$ cat config.mk
export PLATFORM = sky130hd
export DESIGN_NAME = ifu_mem_arb
export DESIGN_NICKNAME = d
export VERILOG_FILES = /design/src/rtl/ifu_pkg.sv /design/src/rtl/ifu_arb_timer.sv /design/src/rtl/ifu_mem_arb.sv
export SDC_FILE = /design/constraint.sdc
export NUM_CORES = 1
export LEC_CHECK = 0
export ABC_AREA = 1
export BUFFER_PORTS_ARGS = -buffer_cell sky130_fd_sc_hd__buf_2
export CAP_MARGIN = 10
export CORE_AREA = 4 4 154 156
export CTS_CLUSTER_SIZE = 16
export DETAILED_ROUTE_END_ITERATION = 8
export DIE_AREA = 0 0 158 160
export PLACE_DENSITY = 0.69
export SYNTH_ARGS = -nofsm -noshare
export SYNTH_HDL_FRONTEND = slang
export SYNTH_SLANG_ARGS = --single-unit
$ cat constraint.sdc
create_clock -name Clock -period 4.51 [get_ports Clock]
set_input_delay 0.451 -clock Clock [delete_from_list [all_inputs] [get_ports Clock]]
set_output_delay 0.451 -clock Clock [all_outputs]
set_load 0.01 [all_outputs]
$ cat src/rtl/ifu_pkg.sv
// Shared IFU types and widths for the memory-port arbiter.
package ifu_pkg;

    localparam int unsigned IFU_TAG_W   = 27;
    localparam int unsigned IFU_LINE_W  = 128;
    localparam int unsigned IFU_TIMEOUT = 64;

    typedef enum logic [1:0] {
        S_IDLE  = 2'd0,
        S_ISSUE = 2'd1,
        S_WAIT  = 2'd2,
        S_FILL  = 2'd3
    } t_arb_state;

    typedef enum logic {
        SRC_MISS = 1'b0,
        SRC_PF   = 1'b1
    } t_fill_src;

endpackage

$ cat src/rtl/ifu_arb_timer.sv
// Response timeout counter: clears on issue, counts WAIT cycles, saturates at TIMEOUT-1.
module ifu_arb_timer #(
    parameter int unsigned TIMEOUT = 64
) (
    input  logic clk_i,
    input  logic rst_ni,
    input  logic clr_i,
    input  logic en_i,
    output logic expire_o
);

    localparam int unsigned   CNT_W   = $clog2(TIMEOUT);
    localparam logic [CNT_W-1:0] CNT_MAX = CNT_W'(TIMEOUT - 1);

    logic [CNT_W-1:0] cnt_q, cnt_d;
    logic             expire_q, expire_d;

    always_comb begin
        cnt_d = cnt_q;
        if (clr_i) begin
            cnt_d = '0;
        end else if (en_i && (cnt_q != CNT_MAX)) begin
            cnt_d = cnt_q + CNT_W'(1);
        end
        // expire tracks the counter value it will hold next cycle
        expire_d = (cnt_d == CNT_MAX);
    end

    always_ff @(posedge clk_i or negedge rst_ni) begin
        if (!rst_ni) begin
            cnt_q    <= '0;
            expire_q <= 1'b0;
        end else begin
            cnt_q    <= cnt_d;
            expire_q <= expire_d;
        end
    end

    assign expire_o = expire_q;

endmodule

$ cat src/rtl/ifu_mem_arb.sv
// Shares the IFU memory read port between demand misses and the next-line prefetcher.
// One request in flight; a demand miss on the in-flight prefetch tag merges into it.
module ifu_mem_arb
    import ifu_pkg::*;
#(
    parameter int unsigned TAG_W   = IFU_TAG_W,
    parameter int unsigned LINE_W  = IFU_LINE_W,
    parameter int unsigned TIMEOUT = IFU_TIMEOUT
) (
    input  logic              Clock,
    input  logic              Rst,
    input  logic [TAG_W-1:0]  miss_reqTagIn,
    input  logic              miss_reqValidIn,
    output logic              miss_reqReadyOut,
    input  logic [TAG_W-1:0]  pf_reqTagIn,
    input  logic              pf_reqValidIn,
    output logic              pf_reqReadyOut,
    output logic [TAG_W-1:0]  mem_reqTagOut,
    output logic              mem_reqValidOut,
    input  logic              mem_reqReadyIn,
    input  logic [TAG_W-1:0]  mem_rspTagIn,
    input  logic [LINE_W-1:0] mem_rspLineIn,
    input  logic              mem_rspValidIn,
    output logic [TAG_W-1:0]  fill_tagOut,
    output logic [LINE_W-1:0] fill_lineOut,
    output logic              fill_validOut,
    output logic              fill_srcOut,
    output logic              retryOut,
    output logic              staleOut
);

    t_arb_state        state_q, state_d;
    logic [TAG_W-1:0]  tag_q, tag_d;
    t_fill_src         src_q, src_d;
    logic              mem_valid_q, mem_valid_d;
    logic [TAG_W-1:0]  mem_tag_q, mem_tag_d;
    logic              fill_valid_q, fill_valid_d;
    logic [TAG_W-1:0]  fill_tag_q, fill_tag_d;
    logic [LINE_W-1:0] fill_line_q, fill_line_d;
    t_fill_src         fill_src_q, fill_src_d;
    logic              retry_q, retry_d;
    logic              stale_q, stale_d;
    logic              miss_ready_c, pf_ready_c;
    logic              tmr_clr, tmr_en, tmr_expire;
    logic              rsp_hit, merge;

    ifu_arb_timer #(.TIMEOUT(TIMEOUT)) u_timer (
        .clk_i    (Clock),
        .rst_ni   (Rst),
        .clr_i    (tmr_clr),
        .en_i     (tmr_en),
        .expire_o (tmr_expire)
    );

    assign rsp_hit = mem_rspValidIn && (mem_rspTagIn == tag_q);
    // FILL is excluded: its fill_srcOut is already registered, so a late miss waits for IDLE
    assign merge   = ((state_q == S_ISSUE) || (state_q == S_WAIT)) && (src_q == SRC_PF)
                     && miss_reqValidIn && (miss_reqTagIn == tag_q);

    always_comb begin
        state_d      = state_q;
        tag_d        = tag_q;
        src_d        = src_q;
        miss_ready_c = 1'b0;
        pf_ready_c   = 1'b0;
        tmr_clr      = 1'b0;
        tmr_en       = 1'b0;
        fill_valid_d = 1'b0;
        fill_tag_d   = '0;
        fill_line_d  = '0;
        fill_src_d   = SRC_MISS;
        retry_d      = 1'b0;
        stale_d      = 1'b0;

        if (merge) begin
            miss_ready_c = 1'b1;
            src_d        = SRC_MISS;
        end

        case (state_q)
            S_IDLE: begin
                miss_ready_c = miss_reqValidIn;
                pf_ready_c   = pf_reqValidIn && !miss_reqValidIn;
                if (miss_reqValidIn) begin
                    tag_d   = miss_reqTagIn;
                    src_d   = SRC_MISS;
                    state_d = S_ISSUE;
                end else if (pf_reqValidIn) begin
                    tag_d   = pf_reqTagIn;
                    src_d   = SRC_PF;
                    state_d = S_ISSUE;
                end
            end
            S_ISSUE: begin
                if (mem_reqReadyIn) begin
                    tmr_clr = 1'b1;
                    state_d = S_WAIT;
                end
            end
            S_WAIT: begin
                tmr_en = 1'b1;
                // a matching response beats a same-cycle timeout
                if (rsp_hit) begin
                    fill_valid_d = 1'b1;
                    fill_tag_d   = tag_q;
                    fill_line_d  = mem_rspLineIn;
                    fill_src_d   = src_d;
                    state_d      = S_FILL;
                end else begin
                    stale_d = mem_rspValidIn;
                    if (tmr_expire) begin
                        retry_d = 1'b1;
                        state_d = S_ISSUE;
                    end
                end
            end
            S_FILL: begin
                state_d = S_IDLE;
            end
            default: begin
                state_d = S_IDLE;
            end
        endcase

        mem_valid_d = (state_d == S_ISSUE);
        mem_tag_d   = mem_valid_d ? tag_d : '0;
    end

    always_ff @(posedge Clock or negedge Rst) begin
        if (!Rst) begin
            state_q      <= S_IDLE;
            tag_q        <= '0;
            src_q        <= SRC_MISS;
            mem_valid_q  <= 1'b0;
            mem_tag_q    <= '0;
            fill_valid_q <= 1'b0;
            fill_tag_q   <= '0;
            fill_line_q  <= '0;
            fill_src_q   <= SRC_MISS;
            retry_q      <= 1'b0;
            stale_q      <= 1'b0;
        end else begin
            state_q      <= state_d;
            tag_q        <= tag_d;
            src_q        <= src_d;
            mem_valid_q  <= mem_valid_d;
            mem_tag_q    <= mem_tag_d;
            fill_valid_q <= fill_valid_d;
            fill_tag_q   <= fill_tag_d;
            fill_line_q  <= fill_line_d;
            fill_src_q   <= fill_src_d;
            retry_q      <= retry_d;
            stale_q      <= stale_d;
        end
    end

    assign miss_reqReadyOut = miss_ready_c;
    assign pf_reqReadyOut   = pf_ready_c;
    assign mem_reqValidOut  = mem_valid_q;
    assign mem_reqTagOut    = mem_tag_q;
    assign fill_validOut    = fill_valid_q;
    assign fill_tagOut      = fill_tag_q;
    assign fill_lineOut     = fill_line_q;
    assign fill_srcOut      = fill_src_q;
    assign retryOut         = retry_q;
    assign staleOut         = stale_q;

endmodule

Yosys cells after proc, flatten, opt, wreduce, memory -nomap -nowiden. Index checks and enable logic that the tools add are counted.

Flip-flop bits (word level): 224. Output and inout bits: 189. Logic and storage cells: 66.

Reduce and logical (&&, ||, !) cells: 9. Muxes and demuxes: 35. Eq/ne operators: 8. Add/sub/neg operators: 1.

Operators by type and width (count): 128-bit two-way mux (2); 27-bit two-way mux (6); 27-bit equality test (2); 1-bit two-way mux (19); 6-bit two-way mux (2); 2-bit two-way mux (5); 2-bit one-hot mux with 4 select lines (1); 6-bit by 1-bit adder with 6-bit output (second input constant) (1); 6-bit equality test (second input constant) (1); 1-bit logical AND (6); 6-bit != test (second input constant) (1); 2-bit by 1-bit equality test with 1-bit output (second input constant) (2); 2-bit equality test (second input constant) (2); 2-bit zero test (1); 1-bit zero test (1); 1-bit logical OR (1).

Longest topological paths before layout. Gate-level depths: netlist of run 1.

Depth in word-level cells: 9. Depth in mapped cells: 13.

Cells and area by module. From an unflattened synthesis of run 1, not the netlist that was laid out.

Cells, all modules: 914. Area, all modules: 8748.4 sq um.

Modules (own cells, without submodules): ifu_mem_arb (instances 1, area each 8315.5 sq um, cells an instance 859); ifu_arb_timer (instances 1, area each 432.9 sq um, cells an instance 55).

Worst setup path before layout of run 1. Ideal clock, no wire load.

Path kind: reg2out. Start point: register state_q[0]. End point: output port pf_reqReadyOut. Required time: 4.059 ns. Buffers on the path: 1. Setup slack: 2.681 ns. Stages on the path, launching flop included: 8. Arrival: 1.378 ns. Cell sequence: dfrtp_1 inv_1 ha_1 inv_1 nor2_1 nand2_1 inv_2 buf_1.

Longest elaborated chain between the ends: 2.

Ends and longest elaborated chain: start, declared (line ifu_mem_arb.sv:32) `t_arb_state state_q, state_d;`; start signal, assigned (line ifu_mem_arb.sv:143) `state_q <= state_d;`; 2-bit zero test (line ifu_mem_arb.sv:80) `case (state_q)`; 1-bit two-way mux (line ifu_mem_arb.sv:80); end, declared (line ifu_mem_arb.sv:17) `output logic pf_reqReadyOut,`.

Every way passes these cells.

Worst setup path after layout of run 1.
Start point: register tag_q[21]. End point: register mem_tag_q[2] (netlist: mem_reqTagOut[2]).

Longest elaborated chain between the ends: 6.

Ends and longest elaborated chain: start, declared (line ifu_mem_arb.sv:33) `logic [TAG_W-1:0] tag_q, tag_d;`; start signal, assigned (line ifu_mem_arb.sv:144) `tag_q <= tag_d;`; 27-bit equality test (line ifu_mem_arb.sv:55) `assign rsp_hit = mem_rspValidIn && (mem_rspTagIn == tag_q);`; 1-bit logical AND (line ifu_mem_arb.sv:55); 2-bit two-way mux (line ifu_mem_arb.sv:103) `if (rsp_hit) begin`; 2-bit one-hot mux with 4 select lines (line ifu_mem_arb.sv:80); named net state_d[0] (line ifu_mem_arb.sv:32); 2-bit by 1-bit equality test with 1-bit output (line ifu_mem_arb.sv:125) `mem_valid_d = (state_d == S_ISSUE);`; 27-bit two-way mux (line ifu_mem_arb.sv:126) `mem_tag_d = mem_valid_d ? tag_d : '0;`; named net mem_tag_d[2] (line ifu_mem_arb.sv:36) `logic [TAG_W-1:0] mem_tag_q, mem_tag_d;`; end signal, assigned (line ifu_mem_arb.sv:147) `mem_tag_q <= mem_tag_d;`; end, declared (line ifu_mem_arb.sv:36).

The timed path passes the listed nets, and every way through them passes these cells.

==> results.sh, run 1 <==
export IMPL_status="complete, but fails checks"
export IMPL_violations="negative hold slack"
export IMPL_hpwl_microns=19900
export IMPL_synth_yosys_seq_area_share_pct=64.5
export IMPL_cts_max_level=1
export IMPL_synth_seq_cells=224
export IMPL_dieArea_sq_um=25300
export IMPL_p_leak_nw=7.56
export IMPL_rows=55
export IMPL_drc=0
export IMPL_cpPeakStageDelay_ns=0.44
export IMPL_r2r_slack_ns=1.68
export IMPL_fin_setup_tns_ns=0
export IMPL_final_util_pct=53.2
export IMPL_drt_antenna_violating_nets=0
export IMPL_grtUsageTotal_pct=20.0
export IMPL_rsz0062_at_grt="no"
export IMPL_cts_resized=0
export IMPL_pin_count=404
export IMPL_synth_area_top_cells="dfrtp_1 (64%), inv_1 (9.5%), nor2_1 (8.7%)"
export IMPL_crit_fanout=43
export IMPL_crit_start="tag_q[21]"
export IMPL_cts_tree="built"
export IMPL_synth_top_area_share_pct=64.5
export IMPL_worstReg2RegStart="tag_q[21]"
export IMPL_drt_first_iter_violations=306
export IMPL_die_y_microns=160
export IMPL_slew_headroom_pct=38.6
export IMPL_start_util_pct=38.9
export IMPL_hold_viol=6
export IMPL_grt_start_max_net_pins=120
export IMPL_dpl_instance_area_sq_um=11000
export IMPL_syn_to_final_growth_pct=36.8
export IMPL_cts_root_buf="clkbuf_16"
export IMPL_slew_viol_final=0
export IMPL_port_buffers=403
export IMPL_drtPass1Iterations=4
export IMPL_fin_crit_sh_pct=62.8
export IMPL_worstPathRequired_ns=4.93
export IMPL_fin_ws_ns=1.68
export IMPL_cts_buffers=25
export IMPL_yosysWarnings=0
export IMPL_fin_cells=1635
export IMPL_period_needed_ns=2.83
export IMPL_slowest_stage="nand3_4"
export IMPL_drt_wl_total_microns=26400
export IMPL_routed_via_count=7124
export IMPL_worst_ep_arrival_time_ns=3.26
export IMPL_cp_end_kind="flop"
export IMPL_coreArea_sq_um=22400
export IMPL_wl_per_cell_microns=16.1
export IMPL_yosysTopAreaCell="dfrtp_1"
export IMPL_hold_path_class="in2async"
export IMPL_synthCells=918
export IMPL_numPlacedInstances=1586
export IMPL_cp_start_kind="flop"
export IMPL_setup_viol=0
export IMPL_syn_area_per_cell_sq_um=9.47
export IMPL_powerDensity_nw_per_um2=514
export IMPL_layout_drive_gt1_share_pct=35.6
export IMPL_total_power_mw=6.12
export IMPL_design_area_sq_um=11900
export IMPL_clk_path_buf_depth=3
export IMPL_grt_pass1_vias=7315
export IMPL_pre_cts_ws_ns=1.54
export IMPL_holdBufCountCts=0
export IMPL_fmax_mhz=353
export IMPL_fin_worst_skew_ns=0.0147
export IMPL_clock_latency_ns=0.52
export IMPL_via_per_inst=4.36
export IMPL_nets=1547
export IMPL_path_common_cell="nand2_1"
export IMPL_cts_sinks=224
export IMPL_worstSetupPathType="reg2reg"
export IMPL_clkSlewWorstSetupHoldPaths_ns=0.06
export IMPL_grt_pass1_wl_microns=39600
export IMPL_synth_area_sq_um=8690
export IMPL_globalplace_congestion=0.873
export IMPL_crit_chain="inv_1, nand2_1, nand2_1, nand2_1, nor2_1, nand2_1, nor2_2, nand3_4, a21oi_4, nand3_4, nor2_1"
export IMPL_ff2ff_path_depth=11
export IMPL_syn_nets=1137
export IMPL_gr_total_overflow=0
export IMPL_tightestPinTransition_ns=0.922
export IMPL_die_x_microns=158
export IMPL_antenna_found_initial=7
export IMPL_drv_cap=0
export IMPL_vdd_drop_max_v=0.000288
export IMPL_worst_hold_slack_ns=-0.0173
export IMPL_post_cts_setup_buffer_count=0
export IMPL_synth_cell_types=27
cells by family (layout without fill, tap and decap cells):
family / after synthesis / after routing / synth area share (%)
AND/OR/NAND/NOR: 372 / 372 / 17.5
buffers and inverters: 245 / 674 / 10.9
flip-flops: 224 / 224 / 64.5
XOR/XNOR: 37 / 37 / 3.73
AO/OA/AOI/OAI: 36 / 36 / 2.81
adder cells (fa/ha/maj): 4 / 4 / 0.576
other: 0 / 3 / 0
final cells by class:
class	instances	area, sq um
Fill cell	2046	10500
Sequential cell	224	5610
Multi-Input combinational cell	449	2140
Timing Repair Buffer	408	2080
Inverter	220	826
Clock buffer	29	671
Tap cell	285	357
Clock inverter	17	205
Antenna cell	3	7.51
worst max-delay path, delay by kind of cell (launching register included):
kind            cells  cell delay, ns
compound gates      1            0.32
flops               1            0.43
simple gates        9            1.87
buf+inv             1            0.11
registers in the layout, summed over array words and instances, names as in the netlist, 2 cells and up:
| register | flops |
|---|---|
| fill_lineOut | 128 |
| fill_tagOut | 27 |
| mem_reqTagOut | 27 |
| state_q | 2 |
| tag_q | 27 |
| u_timer.cnt_q | 6 |
cells in the mapped netlist:
master    instances
nand3_1          16
nor2_1          201
inv_1           219
buf_6             2
nor4_1            3
buf_1             4
nand3_4           1
buf_2            12
or2_2             2
a21oi_1          18
o21ai_0           2
and3_1            1
a21oi_4           1
dfrtp_1         224
o211ai_1          1
ha_1              4
o21bai_1          2
xnor2_1          30
nand4_1           4
nand3_2           1
xor2_1            7
inv_2             1
a221oi_1         12
nor2_2           21
nor3_1            4
clkbuf_1          7
nand2_1         118
final timing paths:
check	endpoint
setup / recovery	mem_reqTagOut[2]
hold / removal	fill_lineOut[109]
setup reg to reg	mem_reqTagOut[2]
hold reg to reg	retryOut
max in group asynchronous	fill_lineOut[102]
min in group Clock	fill_lineOut[89]
power breakdown:
group / switching [mW] / internal, mW
clock network: 0.827 / 1.30
logic: 0.959 / 0.545
registers: 0.211 / 2.27
total: 2.00 / 4.12
cells in the final DEF (no fill, tap or decap), types with 2 or more instances in the layout:
cell,Yosys,routed
diode_2,0,3
buf_2,12,402
nand2_1,118,118
nor3_1,4,4
a21oi_1,18,18
a221oi_1,12,12
inv_1,219,219
nor4_1,3,3
xnor2_1,30,30
buf_4,0,4
o21ai_0,2,2
bufinv_16,0,4
clkinv_2,0,7
clkbuf_16,0,25
clkbuf_8,0,3
nor2_2,21,21
ha_1,4,4
o21bai_1,2,2
nor2_1,201,201
inv_6,0,2
nand3_1,16,16
or2_2,2,2
clkinvlp_4,0,2
dfrtp_1,224,224
xor2_1,7,7
nand3_4,1,2
nand4_1,4,4
clkinv_4,0,2
per-layer routing:
layer	up-vias	global-route usage, %	share of wire [%]
li1	3466	-	-
met1	3298	23.3	38
met2	298	35.1	50
met3	54	5.96	8.8
met4	8	6.40	3.2
met5	-	0	0.21
Note: power is estimated with default switching activity, not from simulation.
==> run 2: changes to the inputs <==
- clock period: 4.51 -> 2.85 ns (I/O delays scaled with it)
==> run 2 against run 1 <==
The flow now finishes without violations. Die area unchanged. Worst hold slack better by 0.031 ns. Combinational power up 72%. First-iteration DRC count up 49%. Largest cell class unchanged. Critical endpoint is now miss_reqReadyOut. Global-route usage up 2.5 points. Critical path type is now reg2out. Utilization up 6.0 points. Setup slack worse by 1.4 ns.
==> results.sh, run 2 (same netlist as run 1, synthesis figures left out) <==
export IMPL_worstSetupPathType="reg2out"
export IMPL_status="finished clean"
export IMPL_pin_count=404
export IMPL_clk_path_buf_depth=3
export IMPL_coreArea_sq_um=22400
export IMPL_die_x_microns=158
export IMPL_wl_per_cell_microns=16.6
export IMPL_hold_path_class="in2reg"
export IMPL_drt_first_iter_violations=457
export IMPL_total_power_mw=9.85
export IMPL_die_y_microns=160
export IMPL_cp_end_kind="output pin"
export IMPL_grtUsageTotal_pct=22.5
export IMPL_antenna_found_initial=7
export IMPL_post_cts_setup_buffer_count=0
export IMPL_fin_worst_skew_ns=0.0200
export IMPL_drt_wl_total_microns=29400
export IMPL_cts_buffers=26
export IMPL_cts_root_buf="clkbuf_16"
export IMPL_final_common_cell="buf_2"
export IMPL_fin_crit_sh_pct=90.5
export IMPL_grt_pass1_vias=8339
export IMPL_period_needed_ns=2.58
export IMPL_dpl_instance_area_sq_um=11100
export IMPL_worst_hold_slack_ns=0.0142
export IMPL_drc=0
export IMPL_syn_to_final_growth_pct=52.2
export IMPL_port_buffers=403
export IMPL_fin_setup_tns_ns=0
export IMPL_hold_depth=3
export IMPL_start_util_pct=38.9
export IMPL_slew_headroom_pct=54.8
export IMPL_nets=1680
export IMPL_cp_start_kind="flop"
export IMPL_drv_cap=0
export IMPL_worstPathRequired_ns=2.57
export IMPL_clock_latency_ns=0.53
export IMPL_cts_sinks=224
export IMPL_rows=55
export IMPL_layout_drive_gt1_share_pct=32.4
export IMPL_globalplace_congestion=0.870
export IMPL_r2r_slack_ns=0.61
export IMPL_dieArea_sq_um=25300
export IMPL_grt_start_max_net_pins=106
export IMPL_worstReg2RegStart="tag_q[26]"
export IMPL_cts_max_level=1
export IMPL_final_cell_mix="buf_2 (402), dfrtp_1 (224), inv_1 (219)"
export IMPL_hpwl_microns=20100
export IMPL_crit_fanout=4
export IMPL_via_per_inst=4.46
export IMPL_p_leak_nw=8.12
export IMPL_slew_viol_final=0
export IMPL_fmax_mhz=388
export IMPL_min_delay_start="pf_reqTagIn[8]"
export IMPL_setup_viol=0
export IMPL_routed_via_count=7889
export IMPL_grt_pass1_wl_microns=44700
export IMPL_ff2ff_path_depth=9
export IMPL_hold_viol=0
export IMPL_cts_tree="built"
export IMPL_gr_total_overflow=0
export IMPL_drt_antenna_violating_nets=0
export IMPL_largest_reg_flops=128
export IMPL_vdd_drop_max_v=0.000453
export IMPL_tightestPinTransition_ns=0.678
export IMPL_clkSlewWorstSetupHoldPaths_ns=0.06
export IMPL_powerDensity_nw_per_um2=744
export IMPL_rsz0062_at_grt="no"
export IMPL_design_area_sq_um=13200
export IMPL_drtPass1Iterations=4
export IMPL_worst_ep_arrival_time_ns=2.29
export IMPL_whs_endpoint="tag_q[8]"
export IMPL_timing_rr_end="mem_reqTagOut[2]"
==> run 2: cell types whose count changed in the layout (fill, tap and decap cells not counted), sizes merged <==
| cell | delta |
|---|---|
| dlygate4sd3 | +129 |
| buf | +3 |
| clkbuf | +7 |
| clkinvlp | -1 |
| diode | +1 |
| bufinv | -2 |
| inv | -3 |
==> run 2: how the worst max path moves through the flow <==
stage | startpoint | to
after floorplan | state_q[0] | mem_reqTagOut[10]
after global placement | tag_q[26] | mem_reqTagOut[6]
after detailed placement | tag_q[26] | mem_reqTagOut[3]
after CTS | state_q[0] | pf_reqReadyOut
after global routing | tag_q[3] | miss_reqReadyOut
final | tag_q[3] | miss_reqReadyOut
==> run 2: layer usage <==
metal	GRT usage [%]	up-vias	share of wire, %
li1	-	3737	-
met1	24.9	3679	36
met2	39.2	375	50
met3	7.72	92	9.9
met4	9.54	6	4.2
met5	0	-	0.13
==> run 2: area by class of cell <==
type / count / area (sq um)
inverters: 220 / 827
clock buffers: 36 / 738
flip-flops and latches: 224 / 5610
well taps: 285 / 357
repair buffers: 540 / 3430
multi-input cells: 449 / 2140
diodes: 4 / 10.0
clock inverters: 11 / 123
fillers: 1869 / 9130
==> run 2: critical path: stages, from the launching register on <==
cell and delay [ns]:
dfrtp_1 0.41, xnor2_1 0.19, nand3_1 0.09, nor3_1 0.27
nand2_1 0.15, nor3_1 0.32, nand2_1 0.15, nand2_1 0.07
buf_2 0.13
==> run 2: stage by stage <==
stage / setup slack [ns] / util [%] / std cells
2_1_floorplan: 1.09 / - / 918
3_3_place_gp: 0.700 / 49.5 / 1589
3_5_place_dp: 0.575 / 49.5 / 1589
4_1_cts: 0.187 / 59.1 / 1765
5_1_grt: 0.0715 / 59.2 / 1768
6_report: 0.271 / 59.2 / 1769
==> run 2: repair_timing <==
action,CTS,global route
resized for setup,0,1
endpoints found under the setup margin,0,1
endpoints found under the hold margin,198,0
hold buffers,129,0
==> run 2: power by group <==
group	leakage [nW]	internal, mW	total (mW)	switching, mW
clock network	0.425	1.99	3.34	1.34
logic	4.62	1.01	2.58	1.57
registers	3.07	3.60	3.93	0.327
total	8.12	6.61	9.85	3.24
==> run 3: changes to the inputs <==
- CORE_AREA: 4 4 154 156 -> 4 4 155 157
- DIE_AREA: 0 0 158 160 -> 0 0 159 161
- HOLD_SLACK_MARGIN: default -> 0.08
- PLACE_DENSITY: 0.69 -> 0.68
- SYNTH_HIERARCHICAL: default -> 1
==> run 3 against run 2 <==
Combinational power is 2% lower. Non-clock buffer count is 23 higher. Fmax is 0.28% lower. Worst hold slack better by 0.097 ns. Setup slack worse by 0.0073 ns. Register-to-register slack worse by 0.33 ns. Cell area is 1.3% higher. Power is 4.4% lower. Largest power group unchanged. Highest routed layer is now met4.
==> results.sh, run 3 <==
export IMPL_wl_per_cell_microns=17.7
export IMPL_fin_ws_ns=0.263
export IMPL_min_delay_start="pf_reqTagIn[0]"
export IMPL_drt_antenna_violating_nets=0
export IMPL_cpPeakStageDelay_ns=0.47
export IMPL_synth_cell_types=31
export IMPL_synth_edf_count=0
export IMPL_grt_busiest_layer="met2"
export IMPL_final_common_cell="buf_2"
export IMPL_syn_area_per_cell_sq_um=9.57
export IMPL_post_cts_setup_buffer_count=0
export IMPL_routed_via_count=8134
export IMPL_synth_top_area_share_pct=64.1
export IMPL_gr_usage_met1_pct=27.8
export IMPL_synthCells=914
export IMPL_r2r_slack_ns=0.28
export IMPL_port_buffers=403
export IMPL_nets=1697
export IMPL_grt_start_max_net_pins=90
export IMPL_die_x_microns=159
export IMPL_synthTopCellsByCount="dfrtp_1 (224), inv_1 (215), nor2_1 (192), nand2_1 (89), xnor2_1 (28)"
export IMPL_yosysMostFrequentCell="dfrtp_1"
export IMPL_tightestPinTransition_ns=0.744
export IMPL_synth_yosys_seq_area_share_pct=64.1
export IMPL_synth_area_top_cells="dfrtp_1 (64%), inv_1 (9.2%), nor2_1 (8.2%)"
export IMPL_vdd_drop_max_v=0.000426
export IMPL_antenna_found_initial=6
export IMPL_fin_worst_skew_ns=0.0110
export IMPL_gr_total_overflow=0
export IMPL_fmax_mhz=387
export IMPL_clk_path_buf_depth=3
export IMPL_worstSetupPathType="reg2out"
export IMPL_fin_setup_tns_ns=0
export IMPL_drc=0
export IMPL_crit_chain="inv_1, ha_1, nand3_1, inv_2, buf_2"
export IMPL_hold_depth=4
export IMPL_cts_max_level=1
export IMPL_fin_crit_sh_pct=90.8
export IMPL_cp_start_kind="flop"
export IMPL_timing_rr_end="tag_q[9]"
export IMPL_layout_drive_gt1_share_pct=32.9
export IMPL_slew_headroom_pct=50.4
export IMPL_start_util_pct=38.9
export IMPL_period_needed_ns=2.59
export IMPL_syn_nets=1133
export IMPL_grt_pass1_vias=8768
export IMPL_yosysTopAreaCell="dfrtp_1"
export IMPL_status="finished clean"
export IMPL_worst_hold_slack_ns=0.111
export IMPL_drt_wl_total_microns=31500
export IMPL_largest_reg_flops=128
export IMPL_worstPathRequired_ns=2.57
export IMPL_syn_to_final_growth_pct=53.2
export IMPL_crit_fanout=28
export IMPL_drt_first_iter_violations=522
export IMPL_drv_cap=0
export IMPL_powerDensity_nw_per_um2=702
export IMPL_grtUsageMet2_pct=41.6
export IMPL_setup_viol=0
export IMPL_p_leak_nw=8.09
export IMPL_grt_pass1_wl_microns=48700
export IMPL_grtUsageMet3_pct=6.25
export IMPL_clkSlewWorstSetupHoldPaths_ns=0.06
export IMPL_dieArea_sq_um=25600
export IMPL_drtPass1Iterations=5
export IMPL_synth_area_sq_um=8750
export IMPL_slew_viol_final=0
export IMPL_rsz0062_at_grt="no"
export IMPL_die_y_microns=161
export IMPL_pin_count=404
export IMPL_ys_flop_type="dfrtp_1"
export IMPL_worstReg2RegStart="state_q[0]"
export IMPL_cts_tree="built"
export IMPL_cts_buffers=25
export IMPL_rows=55
export IMPL_hpwl_microns=20800
export IMPL_pre_cts_ws_ns=0.747
export IMPL_yosysWarnings=6
export IMPL_final_util_pct=59.6
export IMPL_cts_sinks=224
export IMPL_grtUsageTotal_pct=23.9
export IMPL_hold_viol=0
export IMPL_globalplace_congestion=0.885
export IMPL_cts_root_buf="clkbuf_16"
export IMPL_via_per_inst=4.56
export IMPL_crit_start="state_q[0]"
export IMPL_multi_input_area_sq_um=2180
export IMPL_synthArstFlopShare_pct=100
export IMPL_hold_path_class="in2reg"
export IMPL_slowest_stage="inv_2"
export IMPL_ff_latch_area_sq_um=5610
export IMPL_worst_ep_arrival_time_ns=2.30
export IMPL_synth_seq_cells=224
export IMPL_final_cell_mix="buf_2 (402), dfrtp_1 (224), inv_1 (214)"
export IMPL_ff2ff_path_depth=8
export IMPL_whs_endpoint="tag_q[0]"
export IMPL_fillerInstances=1829
export IMPL_clock_latency_ns=0.51
export IMPL_coreArea_sq_um=22500
export IMPL_cp_end_kind="output pin"
==> run 3: changes by cell type after synthesis, sizes merged, moves of 6 or more <==
cell,delta
a21oi,+9
o21ai,+13
a221oi,-9
nand4,+6
nand2,-23
nand3,-6
==> run 3: metrics by stage <==
stage                     power, mW  area, sq um  instances
after floorplan                5.37         8750        914
after global placement         6.10        11100       1584
after detailed placement       6.16        11100       1584
after CTS                      9.44        13400       1776
after global routing           9.94        13400       1782
final                          9.41        13400       1782
==> run 3: layout make-up <==
cell class                 instances  area share, %
antenna                            6          0.112
multi-input combinational        441           16.3
timing repair buffer             563           27.2
clock inverter                     4          0.336
inverter                         223           6.27
clock buffer                      36           5.35
tap                              285           2.66
sequential                       224           41.8
==> run 3: worst max path at each step <==
stage	end	slack (ns)	cells past startpoint
after floorplan	tag_q[25]	1.05	9
final	pf_reqReadyOut	0.26	5
after detailed placement	mem_reqTagOut[0]	0.75	9
after global routing	pf_reqReadyOut	0.11	5
after global placement	mem_reqTagOut[6]	0.82	11
after CTS	tag_q[25]	0.21	8
==> run 3: cells by family after synthesis <==
kind of cell / count (synthesis) / synth area share (%)
buffers and inverters: 249 / 11.1
AND/OR/NAND/NOR: 341 / 16.5
AO/OA/AOI/OAI: 60 / 4.15
flip-flops: 224 / 64.1
XOR/XNOR: 36 / 3.60
adder cells (fa/ha/maj): 4 / 0.572
==> run 3: critical path: cells and delay by family (launching register included) <==
family	cells	cell delay, ns
buf+inv	3	0.83
simple gates	1	0.16
fa+ha+maj	1	0.39
flops	1	0.40
==> run 3: report_power, final <==
group	leakage, nW	switching, mW	internal (mW)
Sequential	3.06	0.288	3.53
Combinational	4.65	1.53	1.01
Clock	0.377	1.23	1.81
Total	8.09	3.05	6.36
==> run 3: timing repair <==
action / CTS / global route
gates resized for setup: 0 / 1
endpoints found under the hold margin: 240 / 0
endpoints found under the setup margin: 0 / 2
hold buffers: 152 / 0
==> run 3: routing by layer <==
metal	vias to the layer above	wire, microns
met5	-	0
li1	3780	-
met3	110	2290
met2	360	15700
met4	0	1660
met1	3884	11900
